**src/rtl/lc3b_types.sv**
```systemverilog
// Shared LC-3b cache types: address fields, line width and
// the cache controller state encoding.
package lc3b_types;

  typedef logic [15:0]  lc3b_word;
  typedef logic [8:0]   lc3b_c_tag;
  typedef logic [2:0]   lc3b_c_index;
  typedef logic [3:0]   lc3b_c_offset;
  typedef logic [127:0] lc3b_c_line;

  localparam int unsigned N_SETS = 8;

  typedef enum logic [1:0] {
    S_INIT,
    S_IDLE,
    S_WRITEBACK,
    S_ALLOCATE
  } cache_state_t;

endpackage

```
**src/rtl/cache_control.sv**
```systemverilog
// Control for the 2-way write-back, write-allocate cache: hit
// detection, per-set LRU, pmem write-back/allocate sequencing,
// post-reset invalidate sweep.
// Ports: clk/reset; CPU mem_read/mem_write/mem_address/mem_resp;
// pmem_read/pmem_write/pmem_address/pmem_resp; way status
// v*/d*/tag*_out; way controls index, tag_in, load_*, d_in,
// v_in, data_sel, way_sel.
module cache_control
  import lc3b_types::*;
(
  input  logic        clk,
  input  logic        reset,
  input  logic        mem_read,
  input  logic        mem_write,
  input  lc3b_word    mem_address,
  output logic        mem_resp,
  output logic        pmem_read,
  output logic        pmem_write,
  output lc3b_word    pmem_address,
  input  logic        pmem_resp,
  output lc3b_c_index index,
  output lc3b_c_tag   tag_in,
  input  logic        v0_out,
  input  logic        d0_out,
  input  logic        v1_out,
  input  logic        d1_out,
  input  lc3b_c_tag   tag0_out,
  input  lc3b_c_tag   tag1_out,
  output logic        load_d0,
  output logic        load_v0,
  output logic        load_TD0,
  output logic        load_d1,
  output logic        load_v1,
  output logic        load_TD1,
  output logic        d_in,
  output logic        v_in,
  output logic        data_sel,
  output logic        way_sel
);

  cache_state_t state, state_next;
  lc3b_c_index  init_cnt;
  logic [N_SETS-1:0] lru;
  logic         victim_q;

  lc3b_c_tag    addr_tag;
  lc3b_c_index  addr_idx;
  logic         hit0, hit1, hit, hit_way;
  logic         victim, victim_dirty;
  logic         req;
  logic         lru_we, lru_val;
  lc3b_c_tag    victim_tag;

  assign addr_tag = mem_address[15:7];
  assign addr_idx = mem_address[6:4];
  assign tag_in   = addr_tag;
  assign index    = (state == S_INIT) ? init_cnt : addr_idx;

  // Way 0 wins if both ways ever claim the line.
  assign hit0    = v0_out & (tag0_out == addr_tag);
  assign hit1    = v1_out & (tag1_out == addr_tag) & ~hit0;
  assign hit     = hit0 | hit1;
  assign hit_way = hit1;

  assign victim       = lru[index];
  assign victim_dirty = victim ? (v1_out & d1_out)
                               : (v0_out & d0_out);
  assign victim_tag   = victim_q ? tag1_out : tag0_out;
  assign req          = mem_read | mem_write;

  always_comb begin
    state_next   = state;
    mem_resp     = 1'b0;
    pmem_read    = 1'b0;
    pmem_write   = 1'b0;
    pmem_address = 16'h0000;
    load_d0      = 1'b0;
    load_v0      = 1'b0;
    load_TD0     = 1'b0;
    load_d1      = 1'b0;
    load_v1      = 1'b0;
    load_TD1     = 1'b0;
    d_in         = 1'b0;
    v_in         = 1'b0;
    data_sel     = 1'b0;
    way_sel      = 1'b0;
    lru_we       = 1'b0;
    lru_val      = 1'b0;

    unique case (state)
      S_INIT: begin
        load_v0 = 1'b1;
        load_v1 = 1'b1;
        load_d0 = 1'b1;
        load_d1 = 1'b1;
        if (init_cnt == 3'd7)
          state_next = S_IDLE;
      end

      S_IDLE: begin
        way_sel = hit ? hit_way : victim;
        if (req) begin
          if (hit) begin
            mem_resp = 1'b1;
            lru_we   = 1'b1;
            lru_val  = ~hit_way;
            // Write wins when both strobes are high.
            if (mem_write) begin
              d_in     = 1'b1;
              v_in     = 1'b1;
              data_sel = 1'b0;
              load_TD0 = ~hit_way;
              load_d0  = ~hit_way;
              load_v0  = ~hit_way;
              load_TD1 = hit_way;
              load_d1  = hit_way;
              load_v1  = hit_way;
            end
          end else if (victim_dirty) begin
            state_next = S_WRITEBACK;
          end else begin
            state_next = S_ALLOCATE;
          end
        end
      end

      S_WRITEBACK: begin
        way_sel      = victim_q;
        pmem_write   = 1'b1;
        pmem_address = {victim_tag, addr_idx, 4'h0};
        if (pmem_resp)
          state_next = S_ALLOCATE;
      end

      S_ALLOCATE: begin
        way_sel      = victim_q;
        pmem_read    = 1'b1;
        pmem_address = {addr_tag, addr_idx, 4'h0};
        if (pmem_resp) begin
          v_in       = 1'b1;
          d_in       = 1'b0;
          data_sel   = 1'b1;
          load_TD0   = ~victim_q;
          load_v0    = ~victim_q;
          load_d0    = ~victim_q;
          load_TD1   = victim_q;
          load_v1    = victim_q;
          load_d1    = victim_q;
          state_next = S_IDLE;
        end
      end

      default: state_next = S_INIT;
    endcase
  end

  always_ff @(posedge clk) begin
    if (reset) begin
      state    <= S_INIT;
      init_cnt <= '0;
      lru      <= '0;
      victim_q <= 1'b0;
    end else begin
      state <= state_next;
      if (state == S_INIT)
        init_cnt <= init_cnt + 3'd1;
      // Tracks the victim every idle cycle; the value held on
      // leaving idle steers the whole miss sequence.
      if (state == S_IDLE)
        victim_q <= victim;
      if (lru_we)
        lru[index] <= lru_val;
    end
  end

endmodule

```
**config.mk**
```make
export PLATFORM = sky130hd
export DESIGN_NAME = cache_control
export DESIGN_NICKNAME = d
export VERILOG_FILES = /design/src/rtl/lc3b_types.sv /design/src/rtl/cache_control.sv
export SDC_FILE = /design/constraint.sdc
export NUM_CORES = 1
export LEC_CHECK = 0
export CAP_MARGIN = 20
export CORE_ASPECT_RATIO = 2
export CORE_MARGIN = 5
export CORE_UTILIZATION = 35
export DETAILED_ROUTE_END_ITERATION = 8
export GPL_ROUTABILITY_DRIVEN = 0
export HOLD_SLACK_MARGIN = 0.03
export PLACE_DENSITY = 0.83
export SYNTH_ARGS = -nofsm -noshare
export SYNTH_HDL_FRONTEND = slang
export SYNTH_SLANG_ARGS = --single-unit
```
**constraint.sdc**
```tcl
create_clock -name clk -period 6.25 [get_ports clk]
set_input_delay 1.25 -clock clk [delete_from_list [all_inputs] [get_ports clk]]
set_output_delay 1.25 -clock clk [all_outputs]
set_load 0.01 [all_outputs]
```
### Yosys cells after proc, flatten, opt, wreduce, memory -nomap -nowiden

Cells that the tools add are included.
W data, S select, Z words.

| storage, ports and cells | value |
|---|---|
| word-level logic and storage cells | 77 |
| bits of input ports | 43 |
| flip-flop bits (word level) | 14 |

| cells by class | value |
|---|---|
| add/sub/neg operators | 1 |
| bitwise logic cells | 10 |
| equal/unequal tests | 11 |
| reductions and logical operators | 4 |
| order comparisons | 2 |
| mux-type cells | 45 |

Operator list:

| kind | number |
|---|---|
| $pmux W16 S2 | 1 |
| $mux W1 | 27 |
| $eq A9 B9 Y1 | 2 |
| $mux W2 | 5 |
| $mux W9 | 1 |
| $bwmux W8 | 1 |
| $ne A2 B2 Y1 const B | 4 |
| $pmux W1 S2 | 4 |
| $pmux W2 S4 | 1 |
| $pmux W1 S3 | 2 |
| $and A1 B1 Y1 | 5 |
| $reduce_and A5 Y1 | 1 |
| $eq A2 B2 Y1 const B | 2 |
| $lt A3 B4 Y1 const B | 1 |
| $add A3 B1 Y3 const B | 1 |
| $bmux W1 S3 | 1 |
| $demux W1 S3 | 1 |
| $eq A3 B3 Y1 const B | 1 |
| $ge A3 B1 Y1 const B | 1 |
| $mux W3 | 1 |
| $not A1 Y1 | 3 |
| $eq A2 B1 Y1 const B | 1 |
| $logic_not A2 Y1 | 1 |
| $ne A2 B1 Y1 const B | 1 |
| other kinds (3) | 4 |

### Longest topological paths before layout

Gate-level depths: netlist of the first run.

| depth | value |
|---|---|
| depth in word-level cells | 9 |
| depth in mapped cells | 9 |
| gate-level depth less buffers | 9 |

### Least setup slack after synthesis of the first run

No wires, ideal clock.

| path | value |
|---|---|
| path kind | input-to-output |
| start point | input port mem_address[4] |
| end point | output port way_sel |
| data required time | 5.000 ns |
| stages | 7 |
| path slack | 2.262 ns |
| buffers on the path | 0 |
| data arrival time | 2.738 ns |
| cell sequence | mux2i_1 inv_2 mux2i_1 a32oi_1 and3_1 o211ai_1 a21oi_1 |

| on the way | value |
|---|---|
| cells in the longest elaborated chain, start to end | 5 |

Ends and longest elaborated chain:

| element | line | source |
|---|---|---|
| start: declaration | cache_control.sv:15 | `input lc3b_word mem_address,` |
| $mux W3 | cache_control.sv:57 | `assign index = (state == S_INIT) ? init_cnt : addr_idx;` |
| via index[0] | cache_control.sv:21 | `output lc3b_c_index index,` |
| $bmux W1 S3 | cache_control.sv:65 | `assign victim = lru[index];` |
| $mux W1 (not written as such) | cache_control.sv:65 |  |
| $mux W1 | cache_control.sv:101 | `way_sel = hit ? hit_way : victim;` |
| $pmux W1 S2 | cache_control.sv:90 | `unique case (state)` |
| end: declaration | cache_control.sv:38 | `output logic way_sel` |

The timed path passes the listed nets, and every way through them passes these cells. The select of a mux whose other input is x is not followed.

### Worst setup path in the final report of the first run

| path | value |
|---|---|
| start point | input port mem_address[4] |
| end point | output port way_sel |

| on the way | value |
|---|---|
| cells in the longest elaborated chain, start to end | 5 |

Ends and longest elaborated chain:

| element | line |
|---|---|
| $mux W3 | cache_control.sv:57 |
| $bmux W1 S3 | cache_control.sv:65 |
| $mux W1 (not written as such) | cache_control.sv:65 |
| $mux W1 | cache_control.sv:101 |
| $pmux W1 S2 | cache_control.sv:90 |

Every way passes these cells. The select of a mux whose other input is x is not followed.

==> results of run 1 <==
## state kept, by name, summed over array words and instances (netlist names)
name and cells:
init_cnt 3, victim_q 1, state 2, lru 8
## routing by layer
metal,global-route usage [%],wire [um],up-vias
li1,-,-,768
met1,15.4,1720,708
met2,30.5,2340,76
met3,1.75,276,7
met4,6.76,102,0
met5,0,0,-
## placed cells by master, fill, tap and decap left out, types with 3 or more instances in the layout
cell / instances
a21oi_1: 9
a22o_1: 8
a31oi_1: 8
clkbuf_8: 4
clkdlybuf4s50_1: 75
conb_1: 4
dfxtp_1: 14
ha_1: 6
inv_1: 7
mux2_2: 9
mux2i_1: 7
nand2_1: 12
nand2b_1: 4
nand4_1: 3
nor2_1: 9
nor2b_1: 10
o21ai_0: 5
o22ai_1: 4
xnor2_1: 11
xor2_1: 8
## report_power, final
part	total [W]	switching (W)	internal (W)
clock	0.0000895	0.0000336	0.0000559
combinational	0.000313	0.000162	0.000152
sequential	0.000117	0.0000159	0.000101
total	0.000520	0.000211	0.000309
## how the worst max path moves through the flow
stage,depth (start not counted),to,startpoint,slack (ns)
3_5_place_dp,9,way_sel,mem_address[4],1.11
3_3_place_gp,9,way_sel,mem_address[4],1.11
6_report,9,way_sel,mem_address[4],1.10
2_1_floorplan,7,way_sel,mem_address[4],2.26
4_1_cts,9,way_sel,mem_address[4],1.09
5_1_grt,9,way_sel,mem_address[4],0.94
## worst reg2reg max path, stage by stage, from the launching register on
cell      delay, ns
dfxtp_1        0.34
inv_1          0.14
ha_1           0.48
mux2i_1        0.72
inv_2          0.25
mux2i_1        0.19
a32oi_1        0.15
and3_1         0.24
mux2i_1        0.25
a221oi_1       0.11
## area by class of cell
cell class | count | area, um2
Clock buffer | 4 | 55.1
Fill cell | 389 | 1890
Inverter | 8 | 30.0
Multi-Input combinational cell | 143 | 1060
Sequential cell | 14 | 280
Tap cell | 52 | 65.1
Timing Repair Buffer | 75 | 751
## cells by family (layout without fill, tap and decap cells)
| family | Yosys count | in the layout |
|---|---|---|
| AO/OA/AOI/OAI | 50 | 50 |
| adder cells (fa/ha/maj) | 6 | 6 |
| multiplexers | 16 | 16 |
| AND/OR/NAND/NOR | 48 | 48 |
| flip-flops | 14 | 14 |
| XOR/XNOR | 19 | 19 |
| buffers and inverters | 29 | 87 |
| other | 1 | 4 |
## metrics by stage
step / hold slack [ns] / instance area (um2) / setup slack [ns] / instances
6_report: 0.525 / 2240 / 1.10 / 296
3_3_place_gp: 0.500 / 2180 / 1.11 / 292
3_5_place_dp: 0.523 / 2180 / 1.11 / 292
5_1_grt: 0.575 / 2240 / 0.943 / 296
4_1_cts: 0.532 / 2240 / 1.09 / 296
2_1_floorplan: 0.485 / 1510 / 2.26 / 186
==> out/summary.txt, run 1 <==
Syn-to-layout area delta - 49.4%
Slew Limit Headroom - 47.8%
Layout Skew - 0.00166 ns
Fin. Hold Viols - 0
Final core utilization - 54.2%
First-pass GRT wire length - 7.11 mm
Cell leakage power - 0.831 nW
Crit. End Element - output pin
Most common cell in the netlist - buf_4
Post-Synthesis Cell Area - 1500 um2
Setup TNS - 0 ns
CTS H-Tree Depth - 1
Post-synthesis mux area share - 11.4%
Gate Count Post-Synth - 183
Vias - 1559
Crit path buffers/inverters - 3
Initial core utilization - 36.3%
Status - completed
Antenna cell count - 0
Core ar. - 4130 um2
Top cell family by delay on the critical path - buffers and inverters
Adder-cell share of the synthesized area - 5.01%
Share of layout cells above drive strength 1 - 9.43%
R2R Setup Slk - 3.23 ns
Routed Wire Length - 4.44 mm
TritonCTS buffer count - 3
Peak Freq - 194 MHz
Syn Area/Cell - 8.18 um2
CP max-delay cell - mux2i_1
Synth cell types - 41
Post-synth top area cell - dfxtp_1
Initial DRC count - 28
Critical path, cell by cell - clkdlybuf4s50_1 > mux2i_1 > inv_2 > mux2i_1 > a32oi_1 > and3_1 > o211ai_1 > a21oi_1 > clkdlybuf4s50_1
Hold/Removal Path Class - flop to flop
Critical path's largest stage delay - 0.59 ns
Main combinational cell family by area after synthesis - compound AO/OA/AOI/OAI gates
First-pass DRT Iterations - 4
Hold_buf cts - 0
VDD IR max - 186 uV
Startpoint Class - input pin
Worst R2R Path Depth - 9
Remaining global-route overflow - 0
EDFF count, synth - 0
Routed wire per std cell - 15.0 um
FF+latch count, synth - 14
Reg2reg start - state[0]
DRC - 0
Final period util - 82.4%
Minimum clock period - 5.15 ns
Worst hold path depth - 2
Post-DP HPWL - 3.64 mm
Top post-synthesis cells by count - buf_4 (15), dfxtp_1 (14), nand2_1 (12)
CTS tree - done
Final Setup Violations - 0
Clk Latency, worst-skew pair - 0.25 ns
Port Buffers - 75
Overall Power - 0.000520 W
Worst-Margin Slew - 0.761 ns
Vias per cell - 5.27
Hold Crit Endpoint - state[1]
Synth Area in XOR/XNOR - 11.1%
# Max-Cap Violations - 0
Maximum root-to-sink buffer count - 2
Ports - 84
CP Data Arrival Time - 3.90 ns
Crit Path Category - input pin to output pin
NumNets Final - 294
Synth Area in Compound Gates - 24.4%
Clk slew on worst S/H paths - 0.06 ns
Post-Synth Simple-Gate Area - 17.5%
Hold Startpoint - state[1]
Pin count of the biggest net entering global routing - 18
Required @ worst endpoint - 5.00 ns
Die width - 56.3 um
RSZ-0062 raised after global routing - no
CP max FO - 10
Global Route Usage Sum - 15.3%
Post-CTS Setup Inserts - 0
Num Clock Sinks - 14
Register area share after synthesis - 18.7%
Reg-to-reg critical path endpoint - state[0]
Yosys top cell area share - 18.7%
Post-CTS Resized - 0
Asr flop ratio synth - 0%
Routed Antenna Nets - 0
Die Area - 5770 um2
Vias in the first global route - 1559
Root Buffer - clkbuf_8
Initial antenna violation count - 0
Most used DFF post-synth - dfxtp_1
Final Slew Violations - 0
Yosys warns - 0
Die height - 103 um
Row cnt - 33
PwrDens - 232 nW/um2
Synth area leaders - dfxtp_1 (19%), buf_4 (7.5%), mux2_2 (6.8%)
(Power assumes the default switching activity.)
==> inputs of run 2 (changes only) <==
==> constraint.sdc (replaced) <==
create_clock -name clk -period 5.2 [get_ports clk]
set_input_delay 1.04 -clock clk [delete_from_list [all_inputs] [get_ports clk]]
set_output_delay 1.04 -clock clk [all_outputs]
set_load 0.01 [all_outputs]
==> run 2 against run 1 <==
- clock power down 2.6%
- global-route usage up 0.31 points
- core utilization down 0.15 points
- power up 19%
- first-iteration DRC count up 29%
- worst hold slack worse by 0.0071 ns
==> out/summary.txt, run 2 (synthesized netlist as in run 1, its figures left out) <==
CP Data Arrival Time - 3.53 ns (-0.37 ns)
# Max-Cap Violations - 0 (unchanged)
Final Slew Violations - 0 (unchanged)
CP max FO - 9 (-1)
Die width - 56.3 um (unchanged)
Largest register FFs - 8 (unchanged)
Syn-to-layout area delta - 49.0%
Initial DRC count - 36 (+29%)
Die height - 103 um (unchanged)
PwrDens - 277 nW/um2 (+19%)
Vias in the first global route - 1568 (+0.58%)
Status - completed
Routed Antenna Nets - 0 (unchanged)
Routed Wire Length - 4.54 mm (+2.2%)
Startpoint Class - input pin
Final hold slack - 0.518 ns (-0.00714 ns)
Post-CTS Resized - 0 (unchanged)
Antenna cell count - 0 (unchanged)
Vias per cell - 5.33 (+1.3%)
Root Buffer - clkbuf_8
Clk slew on worst S/H paths - 0.05 ns (about the same)
Global Route Usage Sum - 15.6% (+0.31 points)
Pin count of the biggest net entering global routing - 18 (unchanged)
Remaining global-route overflow - 0 (unchanged)
First-pass DRT Iterations - 4 (unchanged)
Required @ worst endpoint - 4.16 ns (-0.84 ns)
Port Buffers - 75 (unchanged)
Clk Latency, worst-skew pair - 0.24 ns (about the same)
CTS tree - done
Num Clock Sinks - 14 (unchanged)
Slew Limit Headroom - 45.5% (-2.2 points)
Highest-count cells in the layout ignoring fill and taps - clkdlybuf4s50_1 (75), dfxtp_1 (14), nand2_1 (12)
Routed wire per std cell - 15.3 um (+2.2%)
Post-CTS Setup Inserts - 0 (unchanged)
Post-DP HPWL - 3.71 mm (+1.9%)
Ports - 84 (unchanged)
Largest registers - lru (8), init_cnt (3), state (2)
DRC - 0 (unchanged)
Final period util - 87.8%
Initial antenna violation count - 0 (unchanged)
Vias - 1579 (+1.3%)
Share of layout cells above drive strength 1 - 9.43% (unchanged)
Worst-Margin Slew - 0.794 ns (+0.0327 ns)
Maximum root-to-sink buffer count - 2 (unchanged)
VDD IR max - 254 uV (+37%)
Reg with most FFs - lru
Row cnt - 33 (unchanged)
Die Area - 5770 um2 (unchanged)
CTS H-Tree Depth - 1 (unchanged)
Fin. Hold Viols - 0 (unchanged)
Crit. End Element - output pin
Cell leakage power - 0.829 nW (-0.26%)
RSZ-0062 raised after global routing - no
Core ar. - 4130 um2 (unchanged)
Initial core utilization - 36.3% (unchanged)
Commonest non-fill, non-tap cell in the layout - clkdlybuf4s50_1
Minimum clock period - 4.57 ns
Peak Freq - 219 MHz
Layout Skew - 0.00240 ns (+0.000741 ns)
First-pass GRT wire length - 7.26 mm (+2.0%)
Crit Path Category - input pin to output pin
NumNets Final - 295 (+0.34%)
Setup TNS - 0 ns (unchanged)
Final Setup Violations - 0 (unchanged)
Hold_buf cts - 0 (unchanged)
TritonCTS buffer count - 3 (unchanged)
Hold/Removal Path Class - flop to flop
## run 2: cell count changes in the layout (fill, tap and decap cells not counted), sizes merged
cell / before / now
clkbuf: 4 / 3
buf: 0 / 1
## run 2: path summary, 6_finish.rpt
check                   to           start  slack [ns]  depth (start not counted)
hold reg to reg   state[1]        state[1]        0.52                          2
setup reg to reg    lru[0]        state[0]        2.32                          8
setup / recovery   way_sel  mem_address[4]        0.63                          9
hold / removal    state[1]        state[1]        0.52                          2
## run 2: per-stage QoR
stage	setup WS (ns)	util, %	area, um2	std cells	power, W
detailed placement	0.617	53.0	2190	293	0.000531
floorplan	1.63	-	1510	186	0.000388
global placement	0.630	53.0	2190	293	0.000525
finish	0.634	54.0	2230	296	0.000617
global route	0.463	54.0	2230	296	0.000659
CTS	0.592	54.0	2230	296	0.000622
## run 2: area by class of cell
| type | instances | area (um2) |
|---|---|---|
| fill | 385 | 1900 |
| multi-input combinational | 143 | 1060 |
| timing repair buffer | 76 | 758 |
| sequential | 14 | 280 |
| tap | 52 | 65.1 |
| clock buffer | 3 | 41.3 |
| inverter | 8 | 30.0 |
## run 2: layer usage
| layer | GRT usage, % | wire, um |
|---|---|---|
| met1 | 16.3 | 1750 |
| met2 | 30.2 | 2420 |
| met3 | 2.38 | 272 |
| met4 | 6.40 | 97 |
| met5 | 0 | 0 |
## run 2: worst max-delay path, cell delays in order
cell and delay (ns):
clkdlybuf4s50_1 0.42, mux2i_1 0.61, inv_2 0.09, mux2i_1 0.15, a32oi_1 0.15, and3_1 0.24
o211ai_1 0.10, a21oi_1 0.15, clkdlybuf4s50_1 0.57
## run 2: power breakdown
part / switching, W / leakage, nW / internal (W)
combinational: 0.000199 / 0.694 / 0.000190
clock: 0.0000360 / 0.0216 / 0.0000512
sequential: 0.0000196 / 0.113 / 0.000122
